$ cat config.mk
export PLATFORM = sky130hd
export DESIGN_NAME = uart_sw_ctrl
export DESIGN_NICKNAME = d
export VERILOG_FILES = /design/src/rtl/uart_pkg.sv /design/src/rtl/btn_debounce.sv /design/src/rtl/uart_sw_ctrl.sv
export SDC_FILE = /design/constraint.sdc
export NUM_CORES = 1
export LEC_CHECK = 0
export ABC_CLOCK_PERIOD_IN_PS = 3430
export BUFFER_PORTS_ARGS = -buffer_cell sky130_fd_sc_hd__buf_2
export CAP_MARGIN = 25
export CORE_MARGIN = 10
export CORE_UTILIZATION = 55
export CTS_CLUSTER_DIAMETER = 150
export DETAILED_ROUTE_END_ITERATION = 12
export PLACE_DENSITY_LB_ADDON = 0.12
export RECOVER_POWER = 25
export SETUP_SLACK_MARGIN = 0.2
export SKIP_CTS_REPAIR_TIMING = 1
export SLEW_MARGIN = 25
export SYNTH_ARGS = -nofsm -noshare
export SYNTH_HDL_FRONTEND = slang
export SYNTH_SLANG_ARGS = --single-unit
$ cat constraint.sdc
create_clock -name i_clk -period 3.43 [get_ports i_clk]
set_input_delay 0.343 -clock i_clk [delete_from_list [all_inputs] [get_ports i_clk]]
set_output_delay 0.343 -clock i_clk [all_outputs]
set_load 0.02 [all_outputs]
$ cat src/rtl/uart_pkg.sv
// Shared types and constants for the switch/button UART command sequencer.
package uart_pkg;

    localparam int unsigned DATA_W = 8;
    localparam int unsigned CFG_W  = 6;

    // Frame-configuration field layout within o_config
    localparam int unsigned CFG_BAUD_LSB   = 0;
    localparam int unsigned CFG_BAUD_W     = 2;
    localparam int unsigned CFG_PARITY_EN  = 2;
    localparam int unsigned CFG_PARITY_ODD = 3;
    localparam int unsigned CFG_DBITS_LSB  = 4;
    localparam int unsigned CFG_DBITS_W    = 2;

    typedef enum logic [1:0] {
        ST_IDLE     = 2'd0,
        ST_WRITE    = 2'd1,
        ST_CFG_WAIT = 2'd2
    } state_t;

endpackage

$ cat src/rtl/btn_debounce.sv
// Push-button conditioner: 2-FF synchroniser, stability debounce, rising-edge pulse.
module btn_debounce #(
    parameter int unsigned DEBOUNCE_CYCLES = 50_000
) (
    input  logic i_clk,
    input  logic i_rst_n,
    input  logic i_btn,
    output logic o_rise
);

    localparam int unsigned       CNT_W   = (DEBOUNCE_CYCLES > 1) ? $clog2(DEBOUNCE_CYCLES) : 1;
    localparam logic [CNT_W-1:0]  CNT_MAX = CNT_W'(DEBOUNCE_CYCLES - 1);

    logic             sync1_q;
    logic             sync2_q;
    logic             sync_d_q;
    logic             stable_q;
    logic             rise_q;
    logic [CNT_W-1:0] cnt_q;
    logic             settled;

    // Synchronised level has held long enough to be accepted
    assign settled = (sync2_q == sync_d_q) && (cnt_q == CNT_MAX);

    // Synchronise, count unchanged cycles (saturating), latch stable level and its rising edge
    always_ff @(posedge i_clk or negedge i_rst_n) begin
        if (!i_rst_n) begin
            sync1_q  <= 1'b0;
            sync2_q  <= 1'b0;
            sync_d_q <= 1'b0;
            stable_q <= 1'b0;
            rise_q   <= 1'b0;
            cnt_q    <= '0;
        end else begin
            sync1_q  <= i_btn;
            sync2_q  <= sync1_q;
            sync_d_q <= sync2_q;
            if (sync2_q != sync_d_q) begin
                cnt_q <= '0;
            end else if (cnt_q != CNT_MAX) begin
                cnt_q <= cnt_q + CNT_W'(1);
            end
            if (settled) begin
                stable_q <= sync2_q;
            end
            rise_q <= settled && sync2_q && !stable_q;
        end
    end

    assign o_rise = rise_q;

endmodule

$ cat src/rtl/uart_sw_ctrl.sv
// Command sequencer: debounced button press either pushes a switch byte into the
// TX FIFO or schedules a frame-config update applied once the transmitter drains.
module uart_sw_ctrl
    import uart_pkg::*;
#(
    parameter int unsigned      DEBOUNCE_CYCLES = 50_000,
    parameter int unsigned      WR_TIMEOUT      = 1024,
    parameter logic [CFG_W-1:0] CFG_RESET       = '0
) (
    input  logic              i_clk,
    input  logic              i_rst_n,
    input  logic [DATA_W-1:0] i_switches,
    input  logic              i_sel,
    input  logic              i_btn,
    input  logic              i_fifo_full,
    input  logic              i_fifo_empty,
    input  logic              i_tx_busy,
    output logic              o_wr_en,
    output logic [DATA_W-1:0] o_wr_data,
    output logic [CFG_W-1:0]  o_config,
    output logic              o_cfg_pending,
    output logic              o_cfg_update,
    output logic              o_drop
);

    localparam int unsigned      TO_W    = (WR_TIMEOUT > 1) ? $clog2(WR_TIMEOUT) : 1;
    localparam logic [TO_W-1:0]  TO_LAST = TO_W'(WR_TIMEOUT - 1);

    state_t            state_q;
    state_t            state_d;
    logic [DATA_W-1:0] shadow_q;
    logic [TO_W-1:0]   to_cnt_q;
    logic [CFG_W-1:0]  cfg_q;
    logic              cfg_upd_q;
    logic              cmd;
    logic              capture;
    logic              apply;
    logic              to_inc;

    btn_debounce #(
        .DEBOUNCE_CYCLES (DEBOUNCE_CYCLES)
    ) u_btn (
        .i_clk   (i_clk),
        .i_rst_n (i_rst_n),
        .i_btn   (i_btn),
        .o_rise  (cmd)
    );

    // Next-state and command-strobe decode; the command type is carried by the state entered
    always_comb begin
        state_d       = state_q;
        capture       = 1'b0;
        apply         = 1'b0;
        to_inc        = 1'b0;
        o_wr_en       = 1'b0;
        o_wr_data     = '0;
        o_drop        = 1'b0;
        o_cfg_pending = 1'b0;
        case (state_q)
            ST_IDLE: begin
                if (cmd) begin
                    capture = 1'b1;
                    state_d = i_sel ? ST_WRITE : ST_CFG_WAIT;
                end
            end
            ST_WRITE: begin
                if (!i_fifo_full) begin
                    o_wr_en   = 1'b1;
                    o_wr_data = shadow_q;
                    state_d   = ST_IDLE;
                end else if (to_cnt_q == TO_LAST) begin
                    o_drop  = 1'b1;
                    state_d = ST_IDLE;
                end else begin
                    to_inc = 1'b1;
                end
            end
            ST_CFG_WAIT: begin
                o_cfg_pending = 1'b1;
                if (i_fifo_empty && !i_tx_busy) begin
                    apply   = 1'b1;
                    state_d = ST_IDLE;
                end
            end
            default: state_d = ST_IDLE;
        endcase
        // Presses while a command is outstanding are rejected
        if (cmd && (state_q != ST_IDLE)) begin
            o_drop = 1'b1;
        end
    end

    // State register
    always_ff @(posedge i_clk or negedge i_rst_n) begin
        if (!i_rst_n) begin
            state_q <= ST_IDLE;
        end else begin
            state_q <= state_d;
        end
    end

    // Shadow capture, write timeout counter and active config register
    always_ff @(posedge i_clk or negedge i_rst_n) begin
        if (!i_rst_n) begin
            shadow_q  <= '0;
            to_cnt_q  <= '0;
            cfg_q     <= CFG_RESET;
            cfg_upd_q <= 1'b0;
        end else begin
            if (capture) begin
                shadow_q <= i_switches;
            end
            if (to_inc) begin
                to_cnt_q <= to_cnt_q + TO_W'(1);
            end else begin
                to_cnt_q <= '0;
            end
            if (apply) begin
                cfg_q <= shadow_q[CFG_W-1:0];
            end
            cfg_upd_q <= apply;
        end
    end

    assign o_config     = cfg_q;
    assign o_cfg_update = cfg_upd_q;

endmodule

==> run_results.csv <==
group,metric,value,unit
timing,period_share,63.3,%
timing,rsz0062_at_grt,"false",
setup_path,ff2ff_setup_slack,1.49,ns
setup_path,crit_chain,"nor3b_1 -> and2_1 -> buf_2",
hold_path,hp-class,"input port to register",
setup_path,cp-end-kind,"primary output",
cts,clock_tree.root_cell,"clkbuf_8",
routing,drc,0,
routing,drt-initial-drc-count,115,
power,power_density,377,nW/um^2
setup_path,startpoint_type,"register",
hold_path,hold_path_end,"u_btn.sync1_q",
grt,gr-total-overflow,0,
routing,first_pass_iters,4,
cts,max-clock-path-buffers,2,
setup_path,timing.rr.start,"u_btn.cnt_q[11]",
final_layout,final_cell_mix,"dfrtp_1 (48), buf_2 (31), nor2_1 (22)",
routing,vias_per_cell,5.41,
setup_path,crit_path_max_incr_delay,0.71,ns
power,p_total,930,uW
synth,ys_warn_count,0,
timing,hold_viol,0,
final_layout,nets,248,
grt,grt_pass1_vias,1511,
power,max-vdd-ir-drop,269,uV
timing,clock_skew,0.00527,ns
flow_run,cap_viol_max_count,1,
floorplanning,num_rows,22,
routing,antenna_left,0,
cts,htreeDepth,2,
timing,setup_viol,0,
setup_path,worstSetupPathType,"register to primary output",
floorplanning,die_w,82.8,microns
timing,min_period,2.17,ns
cts,clock-sinks,48,
grt,antenna_found_initial,0,
routing,drt_wl_total,4.03,mm
placed_design,hpwl,2.95,mm
final_layout,seq_area,1200,sq um
timing,tightest_slew,2.40,ns
placed_design,routabilityCongestion,0.822,
grt,grt_pass1_wl,7.12,mm
final_layout,num_antenna_cells,0,
synth,synth_top_family_by_area,"simple AND/OR/NAND/NOR gates",
timing,tns,0,ns
final_layout,area_delta_synth_final,13.8,%
synth,synth_mux_area_share,8.19,%
final_layout,drive_above_1_share,25.5,%
synth,synth_area,2170,sq um
synth,synth_compound_area_share,4.21,%
synth,synth_seq_cells,48,
grt,grt_max_degree,49,
synth,synth_top_cells_by_area,"dfrtp_1 (55%), mux2_2 (7.3%), xnor2_1 (5.2%)",
floorplanning,ios,33,
power,power.leakage,1.14,nW
status,violations,"capacitance limit, slew limit",
synth,ys_types,36,
timing,relSlewSlack,-60.1,%
setup_path,r2r_end,"u_btn.cnt_q[1]",
setup_path,critPathRequiredTime,3.09,ns
floorplanning,coreArea,3740,sq um
synth,syn_area_per_cell,11.2,sq um
setup_path,arrival,1.83,ns
hold_path,whs_path_depth,1,
placed_design,detailed_place.area,2390,sq um
status,status,"finished, violations left",
synth,synth-simple-area-share,21.9,%
final_layout,multiInputGateArea,942,sq um
synth,synthCells,194,
setup_path,cpMaxStageDelayCell,"nor3b_1",
routing,wl_per_cell,14.4,microns
synth,synth_top_area_cell,"dfrtp_1",
timing,finalMaxSlewViolations,49,
final_layout,mostFrequentLayoutCell,"dfrtp_1",
setup_path,startpoint,"state_q[1]",
timing,max_freq,0.461,GHz
cts,path_clk_slew,0.08,ns
final_layout,fin_util,66.0,%
floorplanning,dieArea,6860,sq um
hold_path,hold_start,"i_btn",
synth,synth_nets,211,
setup_path,r2r_cells,4,
setup_path,critPathMaxFanout,9,
synth,seq_area_frac_synth,55.4,%
cts,cts_tree,"yes",
routing,vias,1509,
floorplanning,die_y,82.8,microns
final_layout,fillers,317,
synth,synthXorXnorAreaFrac,7.67,%
cts,insertion_delay,0.30,ns
floorplanning,floorplan.initialDensity,58.0,%
grt,track_usage,11.9,%
synth,synthAdderAreaFrac,1.15,%
cts,cts_buffers,5,
synth,yosysTopAreaCellShare,55.4,%
placed_design,port_buffers,32,
final_layout,fin_area,2470,sq um
## cell families after synthesis
group	Yosys count
simple gates	84
flops	48
xor+xnor	19
compound gates	16
mux	16
buf+inv	9
fa+ha+maj	2
## layout make-up
class / instances / area share, %
clock inverter: 1 / 0.203
multi-input combinational: 137 / 38.1
clock buffer: 6 / 2.94
sequential: 48 / 48.6
tap: 48 / 2.43
inverter: 6 / 0.912
timing repair buffer: 33 / 6.74
## state kept, by name, summed over array words and instances, names as in the netlist
name and cells:
u_btn.cnt_q 16, to_cnt_q 10, shadow_q 8, o_config 6, state_q 2, o_cfg_update 1
u_btn.o_rise 1, u_btn.stable_q 1, u_btn.sync1_q 1, u_btn.sync2_q 1, u_btn.sync_d_q 1
## critical path: cells and delay by family (launching register included)
family	cells	cell delay, ns
buffers and inverters	1	0.16
DFF	1	0.43
and+or+nand+nor	2	0.93
## cells in the mapped netlist
| master | n |
|---|---|
| xnor2_1 | 13 |
| mux2_2 | 14 |
| o31ai_1 | 1 |
| nor2_2 | 1 |
| o21ai_0 | 6 |
| nor3_1 | 5 |
| nand3_1 | 8 |
| nand3b_1 | 1 |
| nor3b_1 | 2 |
| nor2b_1 | 1 |
| nand4b_1 | 1 |
| nor4_1 | 5 |
| ha_1 | 2 |
| nor4_4 | 1 |
| nand4_1 | 6 |
| and4_1 | 1 |
| and3b_1 | 1 |
| o211ai_1 | 1 |
| clkbuf_1 | 3 |
| or4_4 | 1 |
| a21o_1 | 1 |
| inv_1 | 6 |
| nand2_1 | 11 |
| xor2_1 | 6 |
| o21ai_1 | 1 |
| o22a_1 | 1 |
| dfrtp_1 | 48 |
| nand3_2 | 1 |
| a21oi_1 | 5 |
| nor2_1 | 22 |
| and2_1 | 9 |
| or3_2 | 1 |
| nand4bb_1 | 1 |
| or3_1 | 4 |
| mux2i_1 | 2 |
| nor3b_2 | 1 |
## through the flow
step	setup WS [ns]	instances	hold slack, ns
6_report	1.26	279	0.150
5_1_grt	0.771	279	0.139
4_1_cts	1.24	279	0.142
3_5_place_dp	1.50	272	0.340
3_3_place_gp	1.53	272	0.337
2_1_floorplan	1.53	194	0.0474
## per-layer routing
metal | wire, microns | share of wire (%) | global-route usage [%] | vias to the layer above
met3 | 194 | 4.8 | 4.10 | 3
met2 | 1920 | 48 | 18.9 | 28
met5 | 0 | 0 | 0 | -
li1 | - | - | - | 744
met4 | 36 | 0.89 | 3.85 | 0
met1 | 1870 | 46 | 14.9 | 734
## power by group
group	total (mW)	internal, mW	switching, mW
registers	0.582	0.573	0.00876
clock network	0.310	0.139	0.171
logic	0.0387	0.0135	0.0252
total	0.930	0.725	0.205
## worst max path at each step
stage | to | slack [ns] | depth (start not counted)
after floorplan | o_wr_data[0] | 1.53 | 2
after global placement | u_btn.cnt_q[1] | 1.53 | 4
after detailed placement | u_btn.cnt_q[1] | 1.50 | 4
after CTS | o_wr_data[4] | 1.24 | 3
after global routing | u_btn.cnt_q[11] | 0.77 | 1
final | o_wr_data[4] | 1.26 | 3
No activity file was read; power rests on OpenSTA's default activity.
